**src/rtl/axis2bram_banked.sv**
```systemverilog
// axis2bram_banked: AXI4-Stream to banked BRAM writer.
// Each stream beat holds NUM_BANKS BRAM words. Parallel mode writes all of
// them in one cycle, one word per bank. Serial mode writes them into bank 0,
// one word per cycle. The block also provides tlast-based early termination,
// a sticky length-mismatch flag and a one-cycle done pulse.
module axis2bram_banked #(
  parameter int AXI_DATA_WIDTH  = 512,
  parameter int BRAM_DATA_WIDTH = 128,
  parameter int NUM_BANKS       = 4,
  parameter int BRAM_ADDR_WIDTH = 16,
  parameter int XFER_SIZE_WIDTH = 32,
  parameter int BRAM_DELAY      = 2
) (
  input  logic                                 clk,
  input  logic                                 rst_n,
  input  logic                                 i_start,
  input  logic                                 i_mode,
  input  logic [BRAM_ADDR_WIDTH-1:0]           i_base_addr,
  input  logic [XFER_SIZE_WIDTH-1:0]           i_size_bytes,
  input  logic                                 i_ready,
  output logic                                 o_idle,
  output logic                                 o_done,
  output logic                                 o_err_len,
  output logic [XFER_SIZE_WIDTH-1:0]           o_beats,
  input  logic                                 s_axis_tvalid,
  output logic                                 s_axis_tready,
  input  logic [AXI_DATA_WIDTH-1:0]            s_axis_tdata,
  input  logic                                 s_axis_tlast,
  output logic [NUM_BANKS-1:0]                 o_wren,
  output logic [BRAM_ADDR_WIDTH-1:0]           o_wraddr,
  output logic [NUM_BANKS*BRAM_DATA_WIDTH-1:0] o_wrdata
);

  localparam int BYTES_PER_BEAT = AXI_DATA_WIDTH / 8;
  localparam int BEAT_SHIFT     = $clog2(BYTES_PER_BEAT);
  localparam int LANE_SHIFT     = $clog2(NUM_BANKS);
  localparam int LANE_W         = (NUM_BANKS > 1) ? LANE_SHIFT : 1;
  localparam int FLUSH_W        = (BRAM_DELAY > 0) ? $clog2(BRAM_DELAY + 1) : 1;

  typedef enum logic [1:0] {
    S_IDLE,
    S_BUSY,
    S_DRAIN,
    S_FLUSH
  } state_t;

  state_t r_state;
  state_t w_next;

  logic                                 r_mode;
  logic [BRAM_ADDR_WIDTH-1:0]           r_base;
  logic [XFER_SIZE_WIDTH-1:0]           r_tgt;
  logic [XFER_SIZE_WIDTH-1:0]           r_beats;
  logic                                 r_err;
  logic                                 r_ended;
  logic                                 r_done;
  logic [AXI_DATA_WIDTH-1:0]            r_hold;
  logic [LANE_W-1:0]                    r_lane;
  logic [FLUSH_W-1:0]                   r_flush_cnt;
  logic [NUM_BANKS-1:0]                 r_wren;
  logic [BRAM_ADDR_WIDTH-1:0]           r_wraddr;
  logic [NUM_BANKS*BRAM_DATA_WIDTH-1:0] r_wrdata;

  logic [XFER_SIZE_WIDTH:0]             w_size_rnd;
  logic [XFER_SIZE_WIDTH-1:0]           w_tgt;
  logic [XFER_SIZE_WIDTH-1:0]           w_beats_inc;
  logic [XFER_SIZE_WIDTH-1:0]           w_beat_idx;
  logic [BRAM_ADDR_WIDTH-1:0]           w_drain_addr;
  logic [BRAM_DATA_WIDTH-1:0]           w_lane_data;
  logic                                 w_hold_full;
  logic                                 w_accept;
  logic                                 w_reach;
  logic                                 w_end;
  logic                                 w_len_err;
  logic                                 w_last_lane;
  logic                                 w_flush_done;

  // Round the byte count up to whole beats; the extra top bit keeps the
  // rounding addition from overflowing for sizes near the top of the range.
  assign w_size_rnd   = {1'b0, i_size_bytes} + (XFER_SIZE_WIDTH + 1)'(BYTES_PER_BEAT - 1);
  assign w_tgt        = XFER_SIZE_WIDTH'(w_size_rnd >> BEAT_SHIFT);

  assign w_accept     = s_axis_tvalid && s_axis_tready;
  assign w_beats_inc  = r_beats + {{(XFER_SIZE_WIDTH-1){1'b0}}, 1'b1};
  assign w_reach      = (w_beats_inc == r_tgt);
  assign w_end        = w_accept && (s_axis_tlast || w_reach);
  // A mismatch is either tlast before the target or no tlast on the target beat.
  assign w_len_err    = w_accept && (s_axis_tlast != w_reach);

  // The beat being drained was already counted, so its index is one below r_beats.
  assign w_beat_idx   = r_beats - {{(XFER_SIZE_WIDTH-1){1'b0}}, 1'b1};
  assign w_drain_addr = r_base + BRAM_ADDR_WIDTH'(w_beat_idx << LANE_SHIFT)
                        + BRAM_ADDR_WIDTH'(r_lane);
  assign w_lane_data  = r_hold[r_lane*BRAM_DATA_WIDTH +: BRAM_DATA_WIDTH];
  assign w_last_lane  = (r_lane == LANE_W'(NUM_BANKS - 1));
  assign w_flush_done = (r_flush_cnt == FLUSH_W'(BRAM_DELAY));

  // State register: reset to IDLE at any time, which drops any partial transfer.
  always_ff @(posedge clk or negedge rst_n) begin
    if (!rst_n) begin
      r_state <= S_IDLE;
    end else begin
      r_state <= w_next;
    end
  end

  // Next state: decide whether to start, accept, drain lanes or wait out the BRAM delay.
  always_comb begin
    w_next = r_state;
    case (r_state)
      S_IDLE: begin
        if (i_start) begin
          w_next = (w_tgt == '0) ? S_FLUSH : S_BUSY;
        end
      end
      S_BUSY: begin
        if (w_accept) begin
          if (r_mode) begin
            w_next = S_DRAIN;
          end else if (w_end) begin
            w_next = S_FLUSH;
          end
        end
      end
      S_DRAIN: begin
        if (w_last_lane) begin
          w_next = r_ended ? S_FLUSH : S_BUSY;
        end
      end
      S_FLUSH: begin
        if (w_flush_done) begin
          w_next = S_IDLE;
        end
      end
      default: w_next = S_IDLE;
    endcase
  end

  // FSM outputs: idle flag and stream ready, which stays low while the hold register drains.
  always_comb begin
    o_idle        = (r_state == S_IDLE);
    w_hold_full   = (r_state == S_DRAIN);
    s_axis_tready = (r_state == S_BUSY) && i_ready && !w_hold_full;
  end

  // Datapath: latch the transfer setup, count beats, register BRAM writes and time the flush.
  always_ff @(posedge clk or negedge rst_n) begin
    if (!rst_n) begin
      r_mode      <= 1'b0;
      r_base      <= '0;
      r_tgt       <= '0;
      r_beats     <= '0;
      r_err       <= 1'b0;
      r_ended     <= 1'b0;
      r_done      <= 1'b0;
      r_hold      <= '0;
      r_lane      <= '0;
      r_flush_cnt <= '0;
      r_wren      <= '0;
      r_wraddr    <= '0;
      r_wrdata    <= '0;
    end else begin
      r_wren <= '0;
      r_done <= 1'b0;
      case (r_state)
        S_IDLE: begin
          if (i_start) begin
            r_mode      <= i_mode;
            r_base      <= i_base_addr;
            r_tgt       <= w_tgt;
            r_beats     <= '0;
            r_err       <= 1'b0;
            r_ended     <= 1'b0;
            r_lane      <= '0;
            r_flush_cnt <= '0;
          end
        end
        S_BUSY: begin
          r_flush_cnt <= '0;
          if (w_accept) begin
            r_beats <= w_beats_inc;
            if (w_end) begin
              r_ended <= 1'b1;
            end
            if (w_len_err) begin
              r_err <= 1'b1;
            end
            if (r_mode) begin
              r_hold <= s_axis_tdata;
              r_lane <= '0;
            end else begin
              r_wren   <= '1;
              r_wraddr <= r_base + BRAM_ADDR_WIDTH'(r_beats);
              r_wrdata <= s_axis_tdata;
            end
          end
        end
        S_DRAIN: begin
          r_flush_cnt <= '0;
          r_wren      <= NUM_BANKS'(1);
          r_wraddr    <= w_drain_addr;
          r_wrdata    <= (NUM_BANKS*BRAM_DATA_WIDTH)'(w_lane_data);
          r_lane      <= r_lane + LANE_W'(1);
        end
        S_FLUSH: begin
          if (w_flush_done) begin
            r_done <= 1'b1;
          end else begin
            r_flush_cnt <= r_flush_cnt + FLUSH_W'(1);
          end
        end
        default: begin
          r_flush_cnt <= '0;
        end
      endcase
    end
  end

  assign o_done    = r_done;
  assign o_err_len = r_err;
  assign o_beats   = r_beats;
  assign o_wren    = r_wren;
  assign o_wraddr  = r_wraddr;
  assign o_wrdata  = r_wrdata;

endmodule

```
**config.mk**
```make
export PLATFORM = sky130hd
export DESIGN_NAME = axis2bram_banked
export DESIGN_NICKNAME = d
export VERILOG_FILES = /design/src/rtl/axis2bram_banked.sv
export SDC_FILE = /design/constraint.sdc
export NUM_CORES = 2
export LEC_CHECK = 0
export ABC_CLOCK_PERIOD_IN_PS = 10700
export CAP_MARGIN = 20
export CORE_AREA = 2 2 444 446
export CTS_CLUSTER_DIAMETER = 200
export DETAILED_ROUTE_END_ITERATION = 10
export DIE_AREA = 0 0 446 448
export PLACE_DENSITY_LB_ADDON = 0.15
export SYNTH_ARGS = -nofsm -noshare
export SYNTH_HDL_FRONTEND = slang
export SYNTH_SLANG_ARGS = --single-unit
```
**constraint.sdc**
```tcl
create_clock -name clk -period 10.7 [get_ports clk]
set_input_delay 1.07 -clock clk [delete_from_list [all_inputs] [get_ports clk]]
set_output_delay 1.07 -clock clk [all_outputs]
set_load 0.01 [all_outputs]
```
* Word-level counts from Yosys, hierarchy flattened
Index checks and enable logic that the tools add are counted.
** Word-level totals
- Output and inout bits :: 568
- Bits in registers :: 1129
- Word-level logic and storage cells :: 98
- Input port bits :: 567
** Operators by class
- Mux-type cells :: 36
- Add/sub/neg operators :: 8
- Shift operators :: 1
- Equal/unequal tests :: 17
- Reductions and logical operators :: 22
** Operator list (number)
- two-way mux 512 bit :: 2
- case mux 512 bit (2 select lines) :: 1
- indexed part select 512 x 10 -> 128 bit :: 1
- two-way mux 32 bit :: 2
- case mux 32 bit (2 select lines) :: 1
- adder 32 x 6 -> 33 bit (second input constant) :: 1
- adder 16 bit :: 2
- adder 32 x 1 -> 32 bit (second input constant) :: 1
- equality test 32 x 27 -> 1 bit :: 1
- logical NOT 32 bit :: 1
- two-way mux 16 bit :: 2
- case mux 16 bit (2 select lines) :: 1
- two-way mux 2 bit :: 12
- adder 16 x 2 -> 16 bit :: 1
- != test 2 bit (second input constant) :: 8
- subtractor 14 x 1 -> 14 bit (second input constant) :: 1
- case mux 2 bit (3 select lines) :: 2
- AND reduction 4 bit :: 3
- AND reduction 3 bit :: 3
- equality test 2 bit (second input constant) :: 4
- two-way mux 4 bit :: 2
- case mux 2 bit (4 select lines) :: 1
- case mux 4 bit (2 select lines) :: 1
- two-way mux 1 bit :: 7
- 15 further kinds :: 23

* Depth between registers and ports, before layout
- Depth after elaboration :: 9
- Gate-level depth with buffers :: 18
- Gate-level depth less buffers :: 17

* Worst setup path after synthesis
No wires, ideal clock.
- Kind :: flip-flop to flip-flop
- Start point :: register r_beats[0], in the netlist o_beats[0]
- End point :: register r_state[1]
- Buffers on the path :: 2
- Stages on the path, launching flop included :: 19
- Data required time :: 10605 ps
- Arrival time :: 3712 ps
- Clock period less this slack :: 3808 ps
- Library setup time :: 95 ps
- Slack :: 6892 ps
- Cells stage by stage :: dfrtp_1 > buf_4 > nand4_2 > or4_1 > buf_2 > or3_1 > xnor2_1 > nor4_1 > nand4_1 > a2111oi_0 > nand4_1 > ha_1 > nor2_1 > o311ai_0 > a21oi_1 > nand2_1 > a211oi_1 > o2111ai_1 > o31ai_1
** On the way
- Longest elaborated chain between the ends :: 6
** Ends and longest elaborated chain
- start: declaration :: line 53 : logic [XFER_SIZE_WIDTH-1:0] r_beats;
- start signal: assignment :: line 181 : r_beats <= w_beats_inc;
- adder 32 x 1 -> 32 bit :: line 84 : assign w_beats_inc = r_beats + {{(XFER_SIZE_WIDTH-1){1'b0}}, 1'b1};
- equality test 32 x 27 -> 1 bit :: line 85 : assign w_reach = (w_beats_inc == r_tgt);
- logical OR 1 bit :: line 86 : assign w_end = w_accept && (s_axis_tlast || w_reach);
- logical AND 1 bit :: line 86
- != test 3 bit (no source line)
- AND reduction 5 bit (no source line)
- end signal: assignment :: line 103 : r_state <= w_next;
- end: declaration :: line 47 : state_t r_state;
No other way between the ends.
A chain may end at the register's enable or synchronous reset.

* Worst setup path after layout
Ends and elaborated chain as after synthesis.

==> results.sh <==
export IMPL_grt_max_degree=186
export IMPL_yosysSeqAreaShare_pct=58.1
export IMPL_dr_pass1_iters=7
export IMPL_cp_max_fo=11
export IMPL_synth_nets=4161
export IMPL_holdWs_ps=279
export IMPL_p_per_area_mw_per_mm2=286
export IMPL_startpoint="o_beats[0]"
export IMPL_yosysUniqueCellTypes=65
export IMPL_hpwlAfterDp_mm=154
export IMPL_r2r_start="o_beats[0]"
export IMPL_rows=162
export IMPL_cts_tree="yes"
export IMPL_dpl_cell_area_mm2=0.0625
export IMPL_slew_violations=0
export IMPL_initial_core_util_pct=24.9
export IMPL_critPathLaunchType="register"
export IMPL_fin_setup_tns_ps=0
export IMPL_busiest_layer="met2"
export IMPL_clock_root_buffer="clkbuf_16"
export IMPL_crit_arrival_ps=5590
export IMPL_synthesis_area_mm2=0.0485
export IMPL_period_needed_ps=4920
export IMPL_place_congestion=0.841
export IMPL_cts_buffers_inserted=141
export IMPL_maxCapViolCount=0
export IMPL_final_cell_mix="clkdlybuf4s50_1, dfrtp_1, mux2_2, a22o_1, nand2_1"
export IMPL_post_cts_setup_buffer_count=0
export IMPL_routedWlPerCell_um=28.6
export IMPL_switching_power_mw=6.50
export IMPL_dieArea_mm2=0.200
export IMPL_finalClockSkew_ps=31.7
export IMPL_die_w_um=446
export IMPL_p_int_mw=12.7
export IMPL_grt_overflow=0
export IMPL_leakage_nw=28.4
export IMPL_use_met3_pct=5.50
export IMPL_syn2layout_area_growth_pct=38.6
export IMPL_cts_sinks=1127
export IMPL_cp_cell_sequence="ha_1 > nand3_1 > nor2_1 > nand3_1 > nor2_1 > xnor2_1 > nand4_1 > a2111oi_0 > nand4_1 > ha_1 > nor2_1 > o311ai_0 > a21oi_1 > nand2_1 > a211oi_1 > o2111ai_1 > o31ai_1"
export IMPL_clock_latency_ps=790
export IMPL_placed_cells=7011
export IMPL_async_flop_share_pct=100
export IMPL_met2_usage_pct=34.7
export IMPL_synthFlopType="dfrtp_1"
export IMPL_relSlewSlack_pct=24.2
export IMPL_wl_mm=208
export IMPL_hold_buffers=0
export IMPL_power_mw=19.2
export IMPL_comb_power_share_pct=37.7
export IMPL_p_clk_share_pct=25.2
export IMPL_drt_iter0_markers=2256
export IMPL_drive_above_1_share_pct=19.8
export IMPL_ir_drop_mv=0.154
export IMPL_io_buffers=1134
export IMPL_grt_util_all_layers_pct=20.3
export IMPL_cpPeakStageDelay_ps=630
export IMPL_fin_cells=7283
export IMPL_ant_nets=0
export IMPL_rsz0062_at_grt="no"
export IMPL_layout_nets=5221
export IMPL_ctsHtreeMaxLevel=4
export IMPL_synth_seq_cells=1127
export IMPL_die_y_um=448
export IMPL_avgSynthCellArea_um2=13.7
export IMPL_layout_worst_path_cycle_share_pct=46.0
export IMPL_critical_path_top_delay_family="simple AND/OR/NAND/NOR gates"
export IMPL_pwr_share_seq_pct=37.2
export IMPL_antenna_found_initial=97
export IMPL_hold_path_class="in -> async"
export IMPL_criticalPathCategory="reg -> reg"
export IMPL_dp_slack_ps=5460
export IMPL_end_kind="register"
export IMPL_grt_pass1_wl_mm=288
export IMPL_vias=34811
export IMPL_grt_pass1_vias=35799
export IMPL_slowest_stage="dfrtp_1"
export IMPL_met1_usage_pct=25.0
export IMPL_path_buf_inv=0
export IMPL_final_common_cell="clkdlybuf4s50_1"
export IMPL_timing_critical_path_mode_cell="nor2_1"
export IMPL_final_util_pct=34.6
export IMPL_syn_inst=3553
export IMPL_viasPerCell=4.78
export IMPL_finalWorstSetupSlack_ps=5780
export IMPL_worst_slew_pin_slew_ps=1140
export IMPL_drcViolationCount=0
export IMPL_status="complete, no violations"
export IMPL_cts_buffer_depth=3
export IMPL_timing_fmax_ghz=0.203
export IMPL_core_area_mm2=0.195
export IMPL_cts_resized=0
export IMPL_pin_count=1135
export IMPL_yosysWarnings=0
export IMPL_cts_clk_slew_worst_paths_ps=60
export IMPL_setup_viol=0
export IMPL_hold_viol=0
export IMPL_design_area_mm2=0.0673
export IMPL_synth_edf_count=0
export IMPL_worstPathRequired_ps=11360
export IMPL_sw_frac_of_total_pct=33.8
logic make-up after synthesis:
family | after synthesis | share of synthesized area (%)
buffers and inverters | 286 | 2.33
DFF | 1127 | 58.1
and+or+nand+nor | 449 | 4.31
xor gates and xnor gates | 104 | 1.88
muxes | 792 | 21.0
adders and majority gates | 41 | 1.09
AOI/OAI and AO/OA | 754 | 11.3
worst paths after layout:
path,end,slack [ps],depth (start not counted)
setup / recovery,r_state[1],5780,17
max in group asynchronous,o_wrdata[433],8180,3
hold reg to reg,o_wrdata[124],480,2
hold / removal,o_wrdata[347],280,1
setup reg to reg,r_state[1],5780,17
min in group clk,o_wrdata[124],480,2
layer usage:
metal  vias up  wire length, um
met5         -              400
met1     18222            84300
met4        62             5920
met3       319            13000
li1      15302                -
met2       906           105000
power groups by stage:
stage	registers, mW	logic, mW	clock network (mW)
6_report	7.14	7.24	4.83
5_1_grt	7.36	7.81	5.15
3_5_place_dp	7.19	7.35	0
4_1_cts	7.15	7.38	4.99
2_1_floorplan	7.11	3.92	0
3_3_place_gp	7.17	7.28	0
worst register-to-register path, delay by kind of cell, from the launching register on:
family | cells | cell delay [ps]
and+or+nand+nor | 8 | 1870
AOI/OAI and AO/OA | 6 | 1520
adders and majority gates | 2 | 650
DFF | 1 | 630
xor gates and xnor gates | 1 | 160
sequential cells by signal, indices dropped and copies added, names as in the netlist:
name	count
o_done	1
r_mode	1
o_err_len	1
r_flush_cnt	2
r_ended	1
r_hold	512
r_lane	2
o_wraddr	16
r_tgt	27
o_wren	2
r_state	2
r_base	16
o_wrdata	512
o_beats	32
cells in the mapped netlist, types with 9 or more instances:
library cell  number  share of area [%]
inv_1             29               0.22
a21oi_1           61               0.63
dfrtp_1         1127                 58
nand2_1          224                1.7
a22o_1           385                6.9
xor2_1            45               0.81
mux2i_1          133                2.7
nor3_1            25               0.26
nand3_1           35               0.36
buf_2             30               0.31
mux4_2           128                5.9
mux2_2           531                 12
clkbuf_1         206                1.6
a31oi_1            9               0.12
o21ai_0          218                2.2
o31ai_1           23               0.36
and3_1            11               0.14
xnor2_1           59                1.1
buf_1             16               0.12
a21o_1            11               0.17
nand4_1           11               0.14
ha_1              39                1.0
nor2_1            75               0.58
layout make-up:
cell class / instances / area, um^2
fillers: 19189 / 127000
flip-flops and latches: 1127 / 28200
multi-input cells: 2140 / 19200
repair buffers: 1174 / 11800
clock buffers: 207 / 4070
well taps: 2542 / 3180
clock inverters: 44 / 583
inverters: 29 / 109
diodes: 20 / 50.0
(Power assumes the default switching activity.)
